## config.mk

```make
export PLATFORM = sky130hd
export DESIGN_NAME = iter_div
export DESIGN_NICKNAME = d
export VERILOG_FILES = /design/src/rtl/div_pkg.sv /design/src/rtl/div_step.sv /design/src/rtl/iter_div.sv
export SDC_FILE = /design/constraint.sdc
export NUM_CORES = 1
export LEC_CHECK = 0
export CAP_MARGIN = 20
export CORE_UTILIZATION = 60
export DETAILED_ROUTE_END_ITERATION = 8
export PLACE_DENSITY = 0.83
export SETUP_SLACK_MARGIN = 0.05
export SKIP_CTS_REPAIR_TIMING = 1
export SLEW_MARGIN = 20
export SYNTH_ARGS = -nofsm -noshare
export SYNTH_HDL_FRONTEND = slang
export SYNTH_SLANG_ARGS = --single-unit
export TNS_END_PERCENT = 10
```

## constraint.sdc

```tcl
create_clock -name clk -period 5.2 [get_ports clk]
set_input_delay 1.04 -clock clk [delete_from_list [all_inputs] [get_ports clk]]
set_output_delay 1.04 -clock clk [all_outputs]
set_load 0.005 [all_outputs]
```

## src/rtl/div_pkg.sv

```systemverilog
// Shared encodings for the iterative divider: operation codes, FSM states
// and small decode helpers for the operation field.
package div_pkg;

  typedef enum logic [1:0] {
    OP_DIV  = 2'b00,
    OP_DIVU = 2'b01,
    OP_REM  = 2'b10,
    OP_REMU = 2'b11
  } op_e;

  typedef enum logic [1:0] {
    S_IDLE = 2'b00,
    S_CALC = 2'b01,
    S_DONE = 2'b10
  } state_e;

  function automatic logic is_signed_op(input logic [1:0] op);
    return (op == OP_DIV) || (op == OP_REM);
  endfunction

  function automatic logic is_rem_op(input logic [1:0] op);
    return (op == OP_REM) || (op == OP_REMU);
  endfunction

endpackage

```

## src/rtl/div_step.sv

```systemverilog
// One restoring-division step: shift {rem,quo} left by one, trial-subtract
// the divisor and keep the difference only when it does not go negative.
module div_step #(
  parameter int WIDTH = 32
) (
  input  logic [WIDTH-1:0] rem,
  input  logic [WIDTH-1:0] quo,
  input  logic [WIDTH-1:0] divisor,
  output logic [WIDTH-1:0] next_rem,
  output logic [WIDTH-1:0] next_quo
);

  logic [2*WIDTH-1:0] shifted;
  logic [WIDTH-1:0]   rem_sh;
  logic [WIDTH:0]     trial;

  assign shifted  = {rem, quo} << 1;
  assign rem_sh   = shifted[2*WIDTH-1:WIDTH];
  assign trial    = {1'b0, rem_sh} - {1'b0, divisor};
  // trial MSB set means the subtraction borrowed: restore and shift in a 0
  assign next_rem = trial[WIDTH] ? rem_sh : trial[WIDTH-1:0];
  assign next_quo = shifted[WIDTH-1:0] | {{(WIDTH-1){1'b0}}, ~trial[WIDTH]};

endmodule

```

## src/rtl/iter_div.sv

```systemverilog
// Multi-cycle restoring divider for RV32M DIV/DIVU/REM/REMU, one quotient bit
// per cycle, with valid/ready handshakes on request and result.
module iter_div
  import div_pkg::*;
#(
  parameter int WIDTH = 32
) (
  input  logic             clk,
  input  logic             rst,
  input  logic             in_valid,
  output logic             in_ready,
  input  logic [1:0]       op,
  input  logic [WIDTH-1:0] a,
  input  logic [WIDTH-1:0] b,
  output logic             out_valid,
  input  logic             out_ready,
  output logic [WIDTH-1:0] result
);

  localparam int CW = $clog2(WIDTH) + 1;
  localparam logic [CW-1:0]    LAST    = CW'(WIDTH - 1);
  localparam logic [WIDTH-1:0] MIN_VAL = {1'b1, {(WIDTH-1){1'b0}}};
  localparam logic [WIDTH-1:0] ONE     = {{(WIDTH-1){1'b0}}, 1'b1};

  state_e           state_reg, state_next;
  logic [CW-1:0]    count_reg, count_next;
  logic [WIDTH-1:0] rem_reg, rem_next;
  logic [WIDTH-1:0] quo_reg, quo_next;
  logic [WIDTH-1:0] div_reg, div_next;
  logic [WIDTH-1:0] result_reg, result_next;
  logic [1:0]       op_reg, op_next;
  logic             sign_a_reg, sign_a_next;
  logic             sign_b_reg, sign_b_next;

  logic             in_signed;
  logic [WIDTH-1:0] abs_a, abs_b;
  logic [WIDTH-1:0] step_rem, step_quo;
  logic             neg_q, neg_r;
  logic [WIDTH-1:0] final_val;

  div_step #(.WIDTH(WIDTH)) u_step (
    .rem      (rem_reg),
    .quo      (quo_reg),
    .divisor  (div_reg),
    .next_rem (step_rem),
    .next_quo (step_quo)
  );

  assign in_signed = is_signed_op(op);
  assign abs_a     = (in_signed && a[WIDTH-1]) ? (~a + ONE) : a;
  assign abs_b     = (in_signed && b[WIDTH-1]) ? (~b + ONE) : b;

  // Sign correction applied on the last step, from signs latched at acceptance
  assign neg_q     = is_signed_op(op_reg) && (sign_a_reg ^ sign_b_reg);
  assign neg_r     = is_signed_op(op_reg) && sign_a_reg;
  assign final_val = is_rem_op(op_reg)
                   ? (neg_r ? (~step_rem + ONE) : step_rem)
                   : (neg_q ? (~step_quo + ONE) : step_quo);

  always_comb begin
    state_next  = state_reg;
    count_next  = count_reg;
    rem_next    = rem_reg;
    quo_next    = quo_reg;
    div_next    = div_reg;
    result_next = result_reg;
    op_next     = op_reg;
    sign_a_next = sign_a_reg;
    sign_b_next = sign_b_reg;
    case (state_reg)
      S_IDLE: begin
        if (in_valid) begin
          op_next     = op;
          sign_a_next = a[WIDTH-1];
          sign_b_next = b[WIDTH-1];
          rem_next    = '0;
          quo_next    = abs_a;
          div_next    = abs_b;
          count_next  = '0;
          if (b == '0) begin
            result_next = is_rem_op(op) ? a : '1;
            state_next  = S_DONE;
          end else if (in_signed && (a == MIN_VAL) && (b == '1)) begin
            result_next = is_rem_op(op) ? '0 : a;
            state_next  = S_DONE;
          end else begin
            state_next  = S_CALC;
          end
        end
      end
      S_CALC: begin
        rem_next   = step_rem;
        quo_next   = step_quo;
        count_next = count_reg + CW'(1);
        if (count_reg == LAST) begin
          result_next = final_val;
          state_next  = S_DONE;
        end
      end
      S_DONE: begin
        if (out_ready) state_next = S_IDLE;
      end
      default: state_next = S_IDLE;
    endcase
  end

  always_ff @(posedge clk or posedge rst) begin
    if (rst) begin
      state_reg  <= S_IDLE;
      count_reg  <= '0;
      rem_reg    <= '0;
      quo_reg    <= '0;
      div_reg    <= '0;
      result_reg <= '0;
      op_reg     <= '0;
      sign_a_reg <= 1'b0;
      sign_b_reg <= 1'b0;
    end else begin
      state_reg  <= state_next;
      count_reg  <= count_next;
      rem_reg    <= rem_next;
      quo_reg    <= quo_next;
      div_reg    <= div_next;
      result_reg <= result_next;
      op_reg     <= op_next;
      sign_a_reg <= sign_a_next;
      sign_b_reg <= sign_b_next;
    end
  end

  assign in_ready  = (state_reg == S_IDLE);
  assign out_valid = (state_reg == S_DONE);
  assign result    = result_reg;

endmodule

```

==> impl_summary.log, run 1 <==
[metrics] class of the tightest hold or removal check: register to register
[metrics] total negative slack: 0 ns
[metrics] Register-to-Register Path Depth: 18
[metrics] combined area of all synthesized cells: 11830 µm²
[metrics] antenna-violating nets left: 0
[metrics] post-route worst hold slack: 0.4803 ns
[metrics] VDD IR max: 0.0004702 V
[metrics] design area: 13630 µm²
[metrics] startpoint-to-endpoint class of the critical path: register to register
[metrics] CTS tree: built
[metrics] crit path capture type: register
[metrics] pin count of the biggest net entering global routing: 88
[metrics] FF-to-FF Start: quo_reg[31]
[metrics] final-stage net count: 1694
[metrics] Iter 0 DRT Violations: 1534
[metrics] final setup fails: 0
[metrics] critical path, cell by cell: inv_1 > ha_1 > fa_1 > nand2b_1 > a211oi_2 > buf_4 > o211ai_1 > o211a_2 > o21ai_4 > inv_2 > buf_4 > buf_4 > nor4b_1 > a311oi_1 > xnor2_1 > mux2i_1 > a211oi_1 > a21o_1
[metrics] Hold Startpoint: result[29]
[metrics] number of storage elements in the synthesis netlist: 139
[metrics] register-to-register path setup slack: 0.46 ns
[metrics] post-route insts no fill: 1863
[metrics] Max stage delay cell, worst path: nor4b_1
[metrics] async set-or-reset flop fraction in the synthesized netlist: 100.0%
[metrics] endpoint of the worst hold path: result[29]
[metrics] deepest level of the CTS H-tree: 4
[metrics] I/O pins: 104
[metrics] initial core utilization: 61.00%
[metrics] Row Count: 51
[metrics] share of layout cells above drive strength 1: 6.884%
[metrics] Yosys cell types: 94
[metrics] clock edge transition at the registers on the reported setup and hold paths: 0.06 ns
[metrics] Static Leak: 0.005525 µW
[metrics] capturing point of the worst reg2reg path: result[5]
[metrics] unrepaired setup endpoints after global routing: no
[metrics] number of antenna cells inserted: 0
[metrics] Die X-Extent: 142.4 µm
[metrics] power density over the cells: 758.3 nW/µm²
[metrics] post-route clock skew: 0.01314 ns
[metrics] routed wire length: 39.96 mm
[metrics] detailed-router iteration count before antenna repair: 8
[metrics] required time of the worst setup path: 5.57 ns
[metrics] Core ar.: 19400 µm²
[metrics] number of sinks handled by clock tree synthesis: 139
[metrics] final count of pins violating max slew: 0
[metrics] utilization of the core after routing: 70.28%
[metrics] mean number of vias per cell: 6.720
[metrics] post-route minimum period: 4.744 ns
[metrics] Residual DRC: 0
[metrics] Most Frequent Cell on Critical Path: buf_4
[metrics] worst stage delay on the critical path: 0.47 ns
[metrics] hold depth: 2
[metrics] yosys warns: 0
[metrics] number of I/O port buffers: 103
[metrics] largest fanout on the critical path: 35
[metrics] total grt overflow: 0
[metrics] number of synthesized flops with an enable pin: 0
[metrics] number of global-route vias before repair: 11626
[metrics] MaxCap Viol Count: 0
[metrics] startpoint type of the worst setup path: register
[metrics] insertion delay to the later sink of the worst-skew pair: 0.44 ns
[metrics] Seq/Total Area, Yosys: 29.39%
[metrics] Mapped Avg Cell Area: 7.760 µm²
[metrics] number of antenna violations at the first check in global routing: 1
[metrics] arrival time reported for the critical path endpoint: 5.12 ns
[metrics] via count: 12519
[metrics] main flop type after synthesis: dfrtp_1
[metrics] overall die area: 20290 µm²
[metrics] number of buffers created by CTS: 17
[metrics] number of hold violations in the final report: 0
[metrics] cell at the root of the clock tree: clkbuf_16
[metrics] die outline height: 142.4 µm
[metrics] part of the cycle the worst path needs: 91.23%
[metrics] cell count after synthesis: 1525
[metrics] number of nets in the synthesized netlist: 1634
[metrics] number of cells after detailed placement: 1831
[metrics] maximum buffer depth of the clock tree: 2
[metrics] GRT Util Overall: 40.24%
[metrics] commonest non-fill, non-tap cells in the layout: 174 x nand2_1, 174 x o21ai_0, 139 x dfrtp_1
[metrics] Worst slew margin: 39.65%
[metrics] top achievable clock speed: 0.2108 GHz
[metrics] Area after DPL: 13030 µm²
[metrics] post-detailed-placement half-perimeter wirelength: 29.75 mm
[metrics] slew at the pin with the worst max-slew slack: 0.9053 ns
[metrics] wire length of the first global-routing pass: 62.74 mm
[metrics] run status: complete, no violations
[metrics] final weighted congestion in routability-driven placement: 1.008
[metrics] routed wirelength normalized by instance count: 21.45 µm
[metrics] Layout Area Growth over Synthesis: 15.20%
-- worst max-delay path, delay by kind of cell, from the launching register on --
kind            cells  cell delay [ns]
compound gates      7             1.42
simple gates        2             0.69
mux                 1             0.23
buf+inv             5             0.89
xor+xnor            1             0.31
flops               1             0.41
fa+ha+maj           2             0.69
-- power breakdown --
| part | total (µW) | switching (µW) | internal (µW) | leakage [µW] |
|---|---|---|---|---|
| logic | 6980 | 4400 | 2580 | 0.00351 |
| registers | 2080 | 520 | 1560 | 0.00173 |
| clock network | 1280 | 544 | 732 | 0.000287 |
| total | 10300 | 5470 | 4870 | 0.00553 |
-- layer usage --
| layer | wire, µm | GRT usage, % |
|---|---|---|
| met5 | 13 | 0 |
| met4 | 1516 | 16.69 |
| met3 | 4386 | 8.546 |
| met2 | 17570 | 60.91 |
| met1 | 16470 | 55.64 |
-- cell families (layout without fill, tap and decap cells) --
logic type | after synthesis | after routing | synth area share [%]
AO/OA/AOI/OAI | 536 | 536 | 28.46
XOR/XNOR | 128 | 128 | 9.537
adder cells (fa/ha/maj) | 39 | 39 | 4.187
buffers and inverters | 155 | 228 | 5.466
flip-flops | 139 | 139 | 29.39
multiplexers | 26 | 26 | 2.263
AND/OR/NAND/NOR | 502 | 502 | 20.69
-- synth_stat cells (16+ instances only) --
cell | instances | area, µm²
nand4_1 | 22 | 137.6
xor2_1 | 51 | 446.7
xnor2_1 | 76 | 665.6
ha_1 | 38 | 475.5
a31oi_1 | 24 | 150.1
o21ai_0 | 174 | 870.8
a21oi_1 | 116 | 580.6
nor4_1 | 18 | 112.6
clkbuf_1 | 59 | 221.5
o22ai_1 | 41 | 256.5
nand2_1 | 176 | 660.6
mux2i_1 | 20 | 200.2
o31ai_1 | 16 | 120.1
nor3_1 | 37 | 185.2
nor2_1 | 130 | 488.0
inv_1 | 61 | 229.0
dfrtp_1 | 139 | 3478
nand3_1 | 18 | 90.09
o211ai_1 | 25 | 187.7
-- final cells by class --
type | instances | area (µm²)
multi-input combinational | 1231 | 7730
clock inverter | 13 | 156.4
tap | 265 | 331.6
inverter | 64 | 245.2
sequential | 139 | 3478
timing repair buffer | 132 | 1249
fill | 1601 | 5766
clock buffer | 19 | 442.9
-- worst max-delay path by stage --
stage,start,to,slack (ns)
floorplan,rst,count_reg[0],0.44
global route,quo_reg[31],result[30],0.15
detailed placement,b[12],result[23],0.57
finish,quo_reg[31],result[5],0.46
global placement,b[12],result[27],0.62
CTS,quo_reg[31],result[26],0.60
-- metrics by stage --
step                total power, µW  setup slack (ns)
floorplan                      6822            0.4355
global placement               8644            0.6205
detailed placement             8782            0.5661
CTS                           10100            0.5982
global route                  10990            0.1467
finish                        10340            0.4558
(Power assumes the default switching activity.)
==> inputs of run 2 (changes only) <==
- CORE_UTILIZATION: 60 -> 54
- CTS_CLUSTER_DIAMETER: not set -> 200
- PLACE_DENSITY: 0.83 -> 0.79
- SKIP_LAST_GASP: not set -> 1
- clock period: 5.2 -> 4.13 ns (I/O delays scaled with it)
==> impl_summary.log, run 2 (synthesis results as in run 1) <==
[metrics] run status: complete, no violations (unchanged)
[metrics] Residual DRC: 0 (unchanged)
[metrics] commonest non-fill, non-tap cells in the layout: 181 x buf_4, 171 x nand2_1, 169 x o21ai_0 (was 174 x nand2_1, 174 x o21ai_0, 139 x dfrtp_1)
[metrics] number of sinks handled by clock tree synthesis: 139 (unchanged)
[metrics] clock power share: 11.3% (was 12.3%)
[metrics] die outline height: 150.0 µm (was 142.4 µm)
[metrics] wire length of the first global-routing pass: 65.70 mm (was 62.74 mm)
[metrics] Comb pwr share: 71.0% (was 67.6%)
[metrics] capturing point of the worst reg2reg path: result[12] (was result[5])
[metrics] design area: 15090 µm² (was 13630 µm²)
[metrics] overall die area: 22510 µm² (was 20290 µm²)
[metrics] post-route worst hold slack: 0.4844 ns (was 0.4803 ns)
[metrics] pin count of the biggest net entering global routing: 91 (was 88)
[metrics] number of antenna violations at the first check in global routing: 1 (unchanged)
[metrics] net load switching power: 7353 µW (was 5468 µW)
[metrics] routed wire length: 42.32 mm (was 39.96 mm)
[metrics] GRT Util Overall: 38.28% (was 40.24%)
[metrics] startpoint type of the worst setup path: register (unchanged)
[metrics] slew at the pin with the worst max-slew slack: 0.8660 ns (was 0.9053 ns)
[metrics] Core ar.: 21220 µm² (was 19400 µm²)
[metrics] Worst slew margin: 42.27% (was 39.65%)
[metrics] largest fanout on the critical path: 5 (was 35)
[metrics] share of total power consumed by net switching: 50.07% (was 52.89%)
[metrics] Int Pwr: 7333 µW (was 4870 µW)
[metrics] clock edge transition at the registers on the reported setup and hold paths: 0.07 ns (was 0.06 ns)
[metrics] unrepaired setup endpoints after global routing: yes (was no)
[metrics] I/O pins: 104 (unchanged)
[metrics] final count of pins violating max slew: 0 (unchanged)
[metrics] arrival time reported for the critical path endpoint: 4.37 ns (was 5.12 ns)
[metrics] post-route clock skew: 0.01399 ns (was 0.01314 ns)
[metrics] number of hold violations in the final report: 0 (unchanged)
[metrics] mean number of vias per cell: 6.381 (was 6.720)
[metrics] endpoint of the worst hold path: div_reg[13] (was result[29])
[metrics] startpoint-to-endpoint class of the critical path: register to register (unchanged)
[metrics] Hold Startpoint: div_reg[13] (was result[29])
[metrics] final-stage net count: 1849 (was 1694)
[metrics] part of the cycle the worst path needs: 96.54% (was 91.23%)
[metrics] layout filler cell count: 1731 (was 1601)
[metrics] via count: 12940 (was 12519)
[metrics] cell at the root of the clock tree: clkbuf_16 (unchanged)
[metrics] share of layout cells above drive strength 1: 17.06% (was 6.884%)
[metrics] post-detailed-placement half-perimeter wirelength: 32.53 mm (was 29.75 mm)
[metrics] register-to-register path setup slack: 0.14 ns (was 0.46 ns)
[metrics] final weighted congestion in routability-driven placement: 1.031 (was 1.008)
[metrics] VDD IR max: 0.0006056 V (was 0.0004702 V)
[metrics] number of buffers created by CTS: 17 (unchanged)
[metrics] Layout Area Growth over Synthesis: 27.51% (was 15.20%)
[metrics] maximum buffer depth of the clock tree: 2 (unchanged)
[metrics] Area after DPL: 14280 µm² (was 13030 µm²)
[metrics] insertion delay to the later sink of the worst-skew pair: 0.44 ns (about the same)
[metrics] deepest level of the CTS H-tree: 4 (unchanged)
[metrics] initial core utilization: 55.77% (was 61.00%)
[metrics] utilization of the core after routing: 71.11% (was 70.28%)
[metrics] required time of the worst setup path: 4.52 ns (was 5.57 ns)
[metrics] total grt overflow: 0 (unchanged)
[metrics] Flop pwr share: 17.7% (was 20.1%)
[metrics] class of the tightest hold or removal check: register to register (unchanged)
[metrics] antenna-violating nets left: 0 (unchanged)
[metrics] CTS tree: built (unchanged)
[metrics] detailed-router iteration count before antenna repair: 5 (was 8)
[metrics] worst setup path startpoint: div_reg[0] (was quo_reg[31])
[metrics] number of I/O port buffers: 103 (unchanged)
[metrics] Register-to-Register Path Depth: 20 (was 18)
[metrics] power density over the cells: 973.3 nW/µm² (was 758.3 nW/µm²)
[metrics] number of global-route vias before repair: 11855 (was 11626)
[metrics] final setup fails: 0 (unchanged)
[metrics] Static Leak: 0.006328 µW (was 0.005525 µW)
[metrics] post-route minimum period: 3.987 ns (was 4.744 ns)
[metrics] FF-to-FF Start: div_reg[0] (was quo_reg[31])
[metrics] routed wirelength normalized by instance count: 20.87 µm (was 21.45 µm)
[metrics] top achievable clock speed: 0.2508 GHz (was 0.2108 GHz)
[metrics] crit path capture type: register (unchanged)
[metrics] hold depth: 2 (unchanged)
[metrics] Die X-Extent: 150.0 µm (was 142.4 µm)
[metrics] most common library cell in the layout ignoring fill and taps: buf_4
[metrics] Iter 0 DRT Violations: 1506 (was 1534)
[metrics] MaxCap Viol Count: 0 (unchanged)
[metrics] number of antenna cells inserted: 0 (unchanged)
[metrics] Row Count: 53 (was 51)
## run 2: cell count changes in the layout (fill, tap and decap cells not counted), moves of 3 or more
cell and delta:
ha_1 -7, nand2_2 +3, o21ai_0 -5, buf_4 +152, ha_4 +5, nand2_1 -3
## run 2: worst max-delay path by stage
stage / to / slack, ns / cells after the start
5_1_grt: result[12] / -0.007 / 20
3_3_place_gp: result[21] / -0.05 / 12
4_1_cts: result[12] / 0.04 / 20
6_report: result[12] / 0.14 / 20
2_1_floorplan: result[26] / -0.05 / 23
3_5_place_dp: result[12] / -0.11 / 12
## run 2: worst max-delay path: stages, from the launching register on
cell and delay, ns:
dfrtp_1 0.41, ha_4 0.18, fa_2 0.34, nand2b_4 0.16, a211oi_4 0.28, o211ai_1 0.15, o211a_2 0.18, o21ai_4 0.22
buf_6 0.17, o21ai_4 0.07, ha_4 0.17, nor3b_4 0.15, nand2_1 0.08, nor3_2 0.04, a41oi_2 0.33, nand2_1 0.15
xnor2_2 0.21, a21oi_1 0.09, buf_4 0.17, o211ai_1 0.23, o21a_1 0.16
## run 2: cell type report
| class | count | area, µm² | area share [%] |
|---|---|---|---|
| multi-input combinational | 1231 | 7965 | 52.79 |
| sequential | 139 | 3480 | 23.06 |
| clock buffer | 18 | 429.2 | 2.844 |
| clock inverter | 14 | 186.4 | 1.235 |
| inverter | 64 | 244.0 | 1.617 |
| timing repair buffer | 287 | 2441 | 16.18 |
| tap | 275 | 344.1 | 2.280 |
## run 2: power by group through the flow
stage	sequential (µW)	combinational, µW	clock, µW
6_report	2600	10400	1660
5_1_grt	2650	11300	1720
4_1_cts	2550	9900	1650
3_5_place_dp	2570	9820	0
3_3_place_gp	2550	9670	0
2_1_floorplan	2370	6360	0
## run 2: through the flow
| stage | power [µW] | worst slack (ns) | setup TNS [ns] | cells |
|---|---|---|---|---|
| after detailed placement | 12390 | -0.1058 | -0.8667 | 1993 |
| after floorplan | 8738 | -0.04911 | -0.07822 | 1525 |
| after CTS | 14100 | 0.04368 | 0 | 2025 |
| after global placement | 12230 | -0.05201 | -0.09010 | 1993 |
| after global routing | 15640 | -0.007433 | -0.007433 | 2028 |
| final | 14690 | 0.1429 | 0 | 2028 |
## run 2: routing by layer
layer	part of all wire, %	GRT usage (%)
met2	44	57.15
met1	43	54.95
met3	10	8.933
met4	2.9	10.51
met5	0.031	0
